===== config.mk =====
export PLATFORM = sky130hd
export DESIGN_NAME = lsu_mem_ctrl
export DESIGN_NICKNAME = d
export VERILOG_FILES = /design/src/rtl/lsu_pkg.sv /design/src/rtl/lsu_align.sv /design/src/rtl/lsu_mem_ctrl.sv
export SDC_FILE = /design/constraint.sdc
export NUM_CORES = 1
export LEC_CHECK = 0
export BUFFER_PORTS_ARGS = -buffer_cell sky130_fd_sc_hd__buf_2
export CAP_MARGIN = 20
export CORE_AREA = 2 2 182 184
export CTS_CLUSTER_SIZE = 30
export DETAILED_ROUTE_END_ITERATION = 12
export DIE_AREA = 0 0 184 186
export SYNTH_ARGS = -nofsm -noshare
export SYNTH_HDL_FRONTEND = slang
export SYNTH_SLANG_ARGS = --single-unit

===== constraint.sdc =====
create_clock -name clk -period 3.4 [get_ports clk]
set_input_delay 0.17 -clock clk [delete_from_list [all_inputs] [get_ports clk]]
set_output_delay 0.17 -clock clk [all_outputs]
set_load 0.05 [all_outputs]

===== src/rtl/lsu_pkg.sv =====
// lsu_pkg: shared encodings, FSM states and alignment helper for the LSU.
package lsu_pkg;
  localparam logic [1:0] SZ_B = 2'd0, SZ_H = 2'd1, SZ_W = 2'd2, SZ_D = 2'd3;
  localparam logic [1:0] ERR_OK = 2'b00, ERR_MIS = 2'b01, ERR_TO = 2'b10;
  typedef enum logic [1:0] {IDLE, REQ, RESP} lsu_state_e;
  function automatic logic misaligned(input logic [2:0] off, input logic [1:0] size);
    return |(off & 3'((4'd1 << size) - 4'd1));
  endfunction
endpackage


===== src/rtl/lsu_align.sv =====
// lsu_align: store lane shift/mask generation and load extract/extend.
module lsu_align
  import lsu_pkg::*;
#(
  parameter int XLEN = 64
) (
  input  logic [2:0]      off,
  input  logic [1:0]      size,
  input  logic            uns,
  input  logic [XLEN-1:0] wdata,
  input  logic [XLEN-1:0] rdata,
  output logic [XLEN-1:0] wdata_sh,
  output logic [7:0]      wmask,
  output logic [XLEN-1:0] rdata_ext
);
  logic [XLEN-1:0] sh;
  assign wdata_sh = wdata << {off, 3'b000};
  assign wmask = (size == SZ_B ? 8'h01 : size == SZ_H ? 8'h03 : size == SZ_W ? 8'h0F : 8'hFF) << off;
  assign sh = rdata >> {off, 3'b000};
  assign rdata_ext = size == SZ_B ? {{(XLEN-8){~uns & sh[7]}}, sh[7:0]} :
                     size == SZ_H ? {{(XLEN-16){~uns & sh[15]}}, sh[15:0]} :
                     size == SZ_W ? {{(XLEN-32){~uns & sh[31]}}, sh[31:0]} : sh;
endmodule


===== src/rtl/lsu_mem_ctrl.sv =====
// lsu_mem_ctrl: single-outstanding load/store requester with alignment and bus timeout.
module lsu_mem_ctrl
  import lsu_pkg::*;
#(
  parameter int XLEN    = 64,
  parameter int TIMEOUT = 255
) (
  input  logic            clk,
  input  logic            rst_n,
  input  logic            req_valid,
  output logic            req_ready,
  input  logic            req_wen,
  input  logic [XLEN-1:0] req_addr,
  input  logic [XLEN-1:0] req_wdata,
  input  logic [1:0]      req_size,
  input  logic            req_unsigned,
  output logic            resp_valid,
  input  logic            resp_ready,
  output logic [XLEN-1:0] resp_rdata,
  output logic [1:0]      resp_err,
  output logic [XLEN-1:0] mem_raddr,
  output logic [XLEN-1:0] mem_waddr,
  output logic            mem_read,
  output logic            mem_write,
  output logic [XLEN-1:0] mem_wdata,
  output logic [7:0]      mem_wmask,
  input  logic [XLEN-1:0] mem_rdata,
  input  logic            mem_ack
);
  lsu_state_e      st, nxt;
  logic [XLEN-1:0] addr, wdata, rdata_ext;
  logic [1:0]      size;
  logic            uns, wen;
  logic [7:0]      cnt, wmask;
  logic            expire;
  lsu_align #(.XLEN(XLEN)) u_align (
    .off(addr[2:0]), .size(size), .uns(uns), .wdata(wdata), .rdata(mem_rdata),
    .wdata_sh(mem_wdata), .wmask(wmask), .rdata_ext(rdata_ext)
  );
  assign expire     = cnt == 8'(TIMEOUT - 1);
  assign req_ready  = rst_n && st == IDLE;
  assign resp_valid = st == RESP;
  assign mem_read   = st == REQ && !wen;
  assign mem_write  = st == REQ && wen;
  assign mem_wmask  = mem_write ? wmask : 8'h00;
  assign mem_raddr  = {addr[XLEN-1:3], 3'b000};
  assign mem_waddr  = mem_raddr;
  always_comb begin
    nxt = st;
    unique case (st)
      IDLE:    if (req_valid) nxt = misaligned(req_addr[2:0], req_size) ? RESP : REQ;
      REQ:     if (mem_ack || expire) nxt = RESP;
      RESP:    if (resp_ready) nxt = IDLE;
      default: nxt = IDLE;
    endcase
  end
  always_ff @(posedge clk) begin
    if (!rst_n) begin
      st         <= IDLE;
      addr       <= '0;
      wdata      <= '0;
      size       <= SZ_B;
      uns        <= 1'b0;
      wen        <= 1'b0;
      cnt        <= '0;
      resp_rdata <= '0;
      resp_err   <= ERR_OK;
    end else begin
      st <= nxt;
      if (st == IDLE && req_valid) begin
        addr       <= req_addr;
        wdata      <= req_wdata;
        size       <= req_size;
        uns        <= req_unsigned;
        wen        <= req_wen;
        cnt        <= '0;
        resp_rdata <= '0;
        resp_err   <= misaligned(req_addr[2:0], req_size) ? ERR_MIS : ERR_OK;
      end
      if (st == REQ) begin
        cnt <= cnt + 8'd1;
        // ack beats a simultaneous expiry
        if (mem_ack) begin
          resp_rdata <= wen ? '0 : rdata_ext;
          resp_err   <= ERR_OK;
        end else if (expire) resp_err <= ERR_TO;
      end
    end
  end
endmodule


# Yosys cells after proc, flatten, opt, wreduce, memory -nomap -nowiden
# Index checks and enable logic that the tools add are counted.
# word_totals
reg_bits	208
latch_bits	0
mem_bits_rw	0
rom_bits	0
input_bits	201
elab_cells	62
n_memories	0
# classes
addsub	2
n_mul	0
div_mod_pow	0
magnitude_cmp	0
n_eq_ne	8
shift	4
mux	23
bitwise_logic	5
reduce_logical	11
# op_table
op	count
two-way mux 64 bit	7
<< shifter 64 x 6 -> 64 bit	1
right shift 64 x 6 -> 64 bit	1
two-way mux 8 bit	6
two-way mux 2 bit	8
adder 8 x 1 -> 8 bit, second input constant	1
equality test 8 bit, second input constant	1
<< shifter 8 x 3 -> 8 bit	1
one-hot mux 2 bit (3 select lines)	1
equality test 2 x 1 -> 1 bit, second input constant	2
equality test 2 bit, second input constant	2
logical AND 1 bit	4
zero test 2 bit	2
!= test 2 bit, second input constant	2
AND 1 bit	3
AND 3 bit	1
AND reduction 3 bit	1
OR reduction 3 bit	1
<< shifter 1 x 2 -> 3 bit, first input constant	1
subtractor 3 x 1 -> 3 bit, second input constant	1
!= test 2 x 1 -> 1 bit, second input constant	1
nonzero test 2 bit	1
zero test 1 bit	1
logical OR 1 bit	1
2 further kinds	2

# Logic depth before layout (Yosys ltp)
# Gate-level depths: netlist of the first run.
# logic_depth
depth_word	9
ltp_mapped	9
ltp_nobuf	7

# By module
# A second synthesis of the first run with hierarchy kept.
# unflattened
cells_unflattened	1539
area_unflattened_um2	12705.9
# by_module_without_submodules
mod	instances	cells_each	area_each_um2
lsu_mem_ctrl	1	964	8688.3
lsu_align	1	575	4017.6

# Worst setup path before layout of the first run
# OpenSTA, ideal clock, no wires.
# synth_timing
path_type	register to output
start	reg addr[1]
end	out mem_wmask[6]
t_arrival_ns	3.821
required_time_ns	3.230
slack_ns	-0.591
path_stages_with_launch	8
n_path_buf	5
cell_sequence	dfxtp_1 > buf_4 > buf_2 > buf_2 > buf_2 > buf_4 > a211oi_1 > a2111oi_0
# synth_between
elab_chain_len	2
# synth_lines
element	line_no	text
start, declared	lsu_mem_ctrl.sv:31	logic [XLEN-1:0] addr, wdata, rdata_ext;
start signal, assigned	lsu_mem_ctrl.sv:71	addr <= req_addr;
<< shifter 8 x 3 -> 8 bit	lsu_align.sv:18	assign wmask = (size == SZ_B ? 8'h01 : size == SZ_H ? 8'h03 : size == SZ_W ? 8'h0F : 8'hFF) << off;
two-way mux 8 bit	lsu_mem_ctrl.sv:45	assign mem_wmask = mem_write ? wmask : 8'h00;
end, declared	lsu_mem_ctrl.sv:26	output logic [7:0] mem_wmask,
# Every way passes these cells.

# Final worst setup path of the first run
# layout_timing
start	reg addr[1]
end	out mem_wdata[52]
# layout_between
elab_chain_len	1
# layout_lines
element	line_no	text
<< shifter 64 x 6 -> 64 bit	lsu_align.sv:17	assign wdata_sh = wdata << {off, 3'b000};
end, declared	lsu_mem_ctrl.sv:25	output logic [XLEN-1:0] mem_wdata,
# Every way passes these cells.

==> results list, run 1 <==
- I/O pins: 471
- Dividing the final minimum period by the clock period gives 90.4%.
* Maximum number of pins on one net before global-route repair: 140
- At the pin with the least slew margin, the transition time is 0.928 ns.
- Total instance count after detailed placement: 2,187
- At the later pin of the worst-skew pair, clock insertion delay measures 0.54 ns.
- Final setup viols: 0
- The via count of the first global-routing pass came to 11,800.
- After the last flow step, the layout net total stands at 2,150.
* GRT met2 Usage: 41.2%
* CP Data Arrival Time: 2.90 ns
* Warning count from the yosys run: 0
* Slew Limit Headroom: 38.1%
- Synthesized area per cell: 7.78 sq um
- For this run, design rule violations remaining after detail routing come to 0.
* Buf+Inv Stages, Crit Path: 2
- In this run the post-CTS setup repair buffer count came out at 0.
- Worst Path Max Fanout: 93
- Final hold vios: 0
* Fraction of met3 tracks used by global routing: 5.01%
- After clock tree synthesis, the clock-pin slew on the worst setup and hold paths is 0.06 ns.
* Max rail drop VDD: 396 uV
- The layer flagged by global routing as most heavily used is met2.
* Placeable core area: 32,200 sq um
* Path category of the worst min-delay check: in -> reg
* H-tree lvl count: 1
- Max Slew Vio Count: 0
- Register area share after synthesis: 34.6%
- The longest clock path from root to sink contains 3 buffers.
- Traced cell by cell, the critical path runs through buf_12 -> mux2i_1 -> nor2_1 -> a21oi_1 -> o21ai_0 -> buf_2.
- Antenna violations before repair: 3
- WL final: 45,300 um
- Counting every sink on the clock net gives 208.
* First-pass GRT wire length: 66,400 um
* Run status: finished clean
- After detailed placement, the total cell area comes to 13,600 sq um.
- Of the cells placed in the final design, the portion with a size suffix greater than 1 is 30.2%.
* Achievable clock frequency: 0.325 GHz
- Sum Neg Setup Slack: 0 ns
- Category of the most critical setup path: reg -> out
* Violation count after the first detailed-route iteration: 1,069
- Gates resized during post-CTS repair numbered 0.
- The floorplan step set the die width to 184 um.
- CTS root buf: clkbuf_16
* Remaining antenna violation count after routing: 0
- Buffers inserted during clock tree synthesis total 26.
- Once layout is complete, the cells apart from fillers number 2,375.
- Worst Skew: 0.0185 ns
* Largest delay share family, worst path: flip-flops
- At the worst endpoint, the required time is 3.23 ns.
- Setup repair after global routing left no endpoint under its margin.
- Across the run, the number of max-cap violations was 0.
* Pleak: 7.13 nW
* HPWL reported at the end of detailed placement: 31,500 um
* Share of flip-flops with an asynchronous set or reset: 0%
* Count of buffers inserted at the top-level ports: 464
* Synth unique cells: 52
- The congestion estimate from routability-driven global placement came to 0.885.
* Iteration count of the initial detailed-routing pass: 6
* Starting Density: 37.3%
- Die area: 34,200 sq um
- After detailed routing, the number of vias per cell comes to 5.37.
- Across every metal layer, demand over resource in global routing totals 24.6%.
- CP Launch Type: flop
- Synth Cell Area: 12,000 sq um
* Post-synthesis cell count: 1,545
- Worst stage delay on the critical path: 0.70 ns
- Time the worst path needs with I/O delays and setup: 3.07 ns
- Via count of the routed design: 12,800
* Main synth FF type: dfxtp_1
- Area leader, netlist: dfxtp_1
- Number of flops mapped to enable cells by yosys: 0
- STA classifies the critical path endpoint as an output port.
- Synthesis-to-finish area growth: 32.3%
- The die is 186 um tall.
* Area share of the largest cell type after synthesis: 34.6%
- Counting flops and latches in the post-synthesis netlist gives 208.
* Met1 layer usage reported by global route: 30.7%
- The total overflow left after global routing is 0.
- TritonCTS clock tree: built
- Row Count: 66
- Among all stages on the critical path, the largest delay is contributed by dfxtp_4.
- CTS Hold Bufs: 140
- Top cells by area, synth: dfxtp_1 (35%), nand2_1 (10%), a21oi_1 (9.1%), mux2i_1 (8.4%), buf_4 (8.2%)
- The finished cells cover 15,900 sq um.
- Power per cell area: 502 nW/um^2
* Wire per inst: 19.1 um
worst reg2reg max path, stage by stage, from the launching register on:
cell and delay, ns:
dfxtp_1 0.40, nor4bb_1 0.57, nand2_1 0.39, o31ai_2 0.48
and2_1 0.63, a22o_1 0.24
power by group:
part / leakage, nW / internal [mW] / switching (mW)
registers: 1.70 / 2.58 / 0.169
clock network: 0.420 / 1.71 / 1.10
logic: 5.01 / 0.735 / 1.68
cell usage in the layout, fill, tap and decap left out, types with 18 or more instances in the layout:
cell type / n
mux2_2: 33
dfxtp_1: 205
mux2i_1: 101
buf_4: 18
a22o_1: 28
dlygate4sd3_1: 140
o21ai_0: 55
buf_2: 464
nor2_1: 92
nand2_1: 334
o22ai_1: 31
a21oi_1: 218
clkbuf_16: 27
Yosys cell counts, types with 2 or more instances:
cell and count:
clkbuf_1 85, dfxtp_1 208, a2111oi_0 2, or2_2 7, buf_4 131, nor2_1 92, a21o_1 8, o2bb2ai_1 5
nor3_1 7, or3_1 2, mux2_2 33, o221ai_1 10, nand4_1 2, a22oi_1 4, a211o_1 6, a2bb2oi_1 2
ha_1 2, nand3_1 8, and3_1 11, a31oi_1 12, nor2b_1 14, a21oi_1 218, buf_2 24, mux4_2 16
o22ai_1 31, o311ai_0 2, inv_1 9, buf_1 17, a211oi_1 17, and2_1 6, a22o_1 28, o21ai_0 55
nand2_1 335, o211ai_1 14, mux2i_1 101, nand2b_1 3, o21a_1 3
registers in the layout, indices dropped and copies added, names as in the netlist:
name	flops
addr	64
cnt	8
resp_err	2
resp_rdata	64
size	2
st	2
uns	1
wdata	64
wen	1
per-layer routing:
| layer | wire (um) | up-vias |
|---|---|---|
| li1 | - | 6040 |
| met3 | 3690 | 103 |
| met2 | 21600 | 603 |
| met5 | 12 | - |
| met4 | 1840 | 2 |
| met1 | 18200 | 6008 |
through the flow:
stage	hold slack [ns]	setup slack [ns]	total power, mW	utilization (%)
final	0.0477	0.326	7.99	49.4
after global routing	0.0275	0.157	8.31	49.3
after CTS	0.0166	0.359	8.02	49.3
after detailed placement	0.416	0.676	5.07	42.3
after global placement	0.410	0.828	5.05	42.3
after floorplan	0.261	0.0859	4.55	-
cell type report:
cell class,count,area (sq um)
well taps,408,510
flip-flops and latches,208,4180
diodes,1,2.50
inverters,10,40.0
fillers,3125,16300
clock inverters,6,86.3
multi-input cells,1075,6360
repair buffers,626,3940
clock buffers,41,778
kinds of logic (layout without fill, tap and decap cells):
kind of cell    Yosys count  after routing  synth area share [%]
compound gates          423            423                  21.0
xor+xnor                  1              1                0.0729
fa+ha+maj                 2              2                 0.208
buf+inv                 267            683                  12.7
flops                   208            208                  34.6
mux                     151            151                  14.7
other cells               1              7                0.0312
simple gates            492            492                  16.7
path summary, 6_finish.rpt:
check	startpoint	endpoint	slack, ns	cells after the start
max	addr[1]	mem_wdata[52]	0.33	6
min	mem_rdata[62]	resp_rdata[62]	0.05	3
max reg2reg	st[0]	resp_rdata[31]	0.64	5
min reg2reg	resp_rdata[56]	resp_rdata[56]	0.45	2
(Power assumes the default switching activity.)
==> run 2, diff against run 1 <==
Settings changed: CAP_MARGIN 20 to unset, REMOVE_ABC_BUFFERS set to 1.
==> run 2 against run 1 <==
  * Combinational power about the same
  * Clock power shrank 8.2%
  * Setup slack better by 0.0044 ns
  * Core utilization shrank 0.097 points
  * Non-clock buffer count rose by 3
  * Critical path depth unchanged
  * Sequential power is essentially flat
  * Sequential share of layout area up 0.052 points
  * Sequential cell count stayed put
  * Final cell count increased by 0.13%
  * Die area unchanged
  * Critical endpoint unchanged
==> results list, run 2 (synthesis gave the netlist of run 1 again) <==
* Power per cell area: 488 nW/um^2
- The largest registers in the layout are addr: 64 flops, resp_rdata: 64 flops, wdata: 64 flops.
- Worst slack at placement: 0.583 ns
* Pleak: 7.12 nW
- Clock latency on the worst-skew pair, taken at its later pin, is 0.53 ns.
* Utilization after layout: 49.3%
- The routed layout has 12,700 vias.
* Total area of sequential cells: 4180 sq um
- Unrepaired setup endpoints after global routing: no
- Worst hold margin: 0.0345 ns
- Maximum number of pins on one net before global-route repair: 139
- The worst path meets setup with 0.331 ns of slack.
- Of all nets on the critical path, the largest fanout is 49.
- After the first detailed-routing iteration, the DRC count stood at 869.
- The worst path in the final design needs a cycle of 3.07 ns, including I/O delays and setup.
- Row Count: 66
- Count of buffers inserted at the top-level ports: 464
- The initial utilization of the core area, before any placement, comes to 37.3%.
- Dividing the detail-routed wire length by the instance count gives 19.0 um.
* Worst Skew: 0.00959 ns
- The worst hold path belongs to the class in -> reg.
- The first detailed-routing pass ran for 5 iterations.
* Final setup viols: 0
- The library cell used most frequently in the layout, excluding fill and tap cells, is buf_2.
- The first global-routing pass estimated 67,200 um of wire.
* CTS root buf: clkbuf_16
- Clock slew at reported path FFs: 0.06 ns
- Slew Limit Headroom: 30.2%
* H-tree lvl count: 1
- The final-report max-slew violation count was 0.
- The number of buffers and inverters on the critical path is 2.
- WL final: 45,200 um
- After filler insertion, the fill cell instance count of the layout stands at 3,139.
- Die extent in y: 186 um
* Final worst path period share: 90.3%
* GPL Wtd Cong: 0.846
- Number of buffers between clock root and the deepest sink: 3
- Setup Buffers After CTS: 0
- CP Data Arrival Time: 2.90 ns
- Gr usage total: 24.9%
- In this run, CTS created clock tree buffers numbering 24.
- Worst-path cell with the longest stage delay: dfxtp_4
- Die Width: 184 um
- From synthesis to final layout, the design area changed by 32.0%.
- Most used cells in the layout excluding fill and tap cells: buf_2 (464), nand2_1 (334), a21oi_1 (217), dfxtp_1 (205), dlygate4sd3_1 (140)
* TritonCTS clock tree: built
- Across all register-to-register paths, the minimum setup slack is 0.55 ns.
- Number of vias per cell after detailed routing: 5.33
* Category of the most critical setup path: reg -> out
- Max rail drop VDD: 397 uV
- I/O pins: 471
- For this run, design rule violations remaining after detail routing come to 0.
* Antenna violations before repair: 9
- Remaining antenna violation count after routing: 0
* Achievable clock frequency: 0.326 GHz
- Once detailed placement completed, the half-perimeter wirelength came to 30,300 um.
- Share of layout cells above drive strength 1: 30.5%
- At the end of the flow, the number of nets in the layout was 2,151.
- The die covers 34,200 sq um.
- TritonCTS Sinks: 208
- Setup crit end kind: output port
- The final-report hold violation count was 0.
- Cells traversed along the worst timing path: buf_4 -> mux2i_1 -> nor2_1 -> a21oi_1 -> o21ai_0 -> buf_2
- The via count of the first global-routing pass is 12,000.
- CP required: 3.23 ns
* Actual slew at the worst max-slew pin: 1.04 ns
* Count of max-cap constraint violations: 0
- GR Overflow Total: 0
- The run finished with clean final reports.
- The worst setup path is launched from a flop.
* Placeable core area: 32,200 sq um
- Area of the multi-input gates: 6380 sq um
* Worst stage delay on the critical path: 0.78 ns
- Largest delay share family, worst path: buffers and inverters
run 2: cell types whose count changed in the layout (fill, tap and decap cells not counted), moves of 2 or more:
| cell | delta |
|---|---|
| buf_4 | +3 |
| clkinv_2 | +2 |
| diode_2 | +5 |
| nor2b_2 | +2 |
| clkbuf_16 | -2 |
| clkbuf_1 | -4 |
| nor2b_1 | -2 |
| a2111oi_0 | +2 |
| a2111oi_1 | -2 |
run 2: metrics by stage:
stage	area, sq um	TNS, ns	power, mW	std cells
3_3_place_gp	13700	0	5.05	2190
4_1_cts	15800	0	7.80	2372
2_1_floorplan	10600	-413.23	4.40	1293
6_report	15900	0	7.74	2378
3_5_place_dp	13700	0	5.06	2190
5_1_grt	15900	0	8.08	2378
run 2: path summary, 6_finish.rpt:
check / startpoint / to / cells after the start
worst max-delay path: addr[1] / mem_wdata[52] / 6
worst min-delay path: mem_rdata[63] / resp_rdata[63] / 3
worst max register to register: addr[1] / resp_rdata[51] / 6
worst min register to register: resp_rdata[12] / resp_rdata[12] / 1
run 2: power breakdown:
group          internal [mW]  total, mW  switching (mW)
clock                   1.51       2.59            1.08
sequential              2.58       2.74           0.158
combinational          0.737       2.41            1.67
total                   4.83       7.74            2.91
run 2: timing repair:
item	in CTS	in global routing
hold buffers	140	0
gates resized for setup	0	0
hold endpoints to repair	140	0
run 2: layer usage:
| layer | global-route usage [%] | up-vias | share of wire [%] |
|---|---|---|---|
| met1 | 29.8 | 5964 | 40 |
| met5 | 0 | - | 0.097 |
| met3 | 4.81 | 101 | 7.9 |
| met2 | 44.5 | 575 | 49 |
| li1 | - | 6032 | - |
| met4 | 8.83 | 6 | 3.3 |
run 2: final cells by class:
type	count	area share [%]
multi-input combinational	1075	40.2
sequential	208	26.3
timing repair buffer	629	25.0
clock buffer	34	4.41
tap	408	3.22
clock inverter	8	0.513
inverter	10	0.252
antenna	6	0.0946
run 2: tightest hold or removal path, cell delays in order:
cell,delay (ns)
buf_2,0.14
a21oi_1,0.08
o22ai_1,0.12
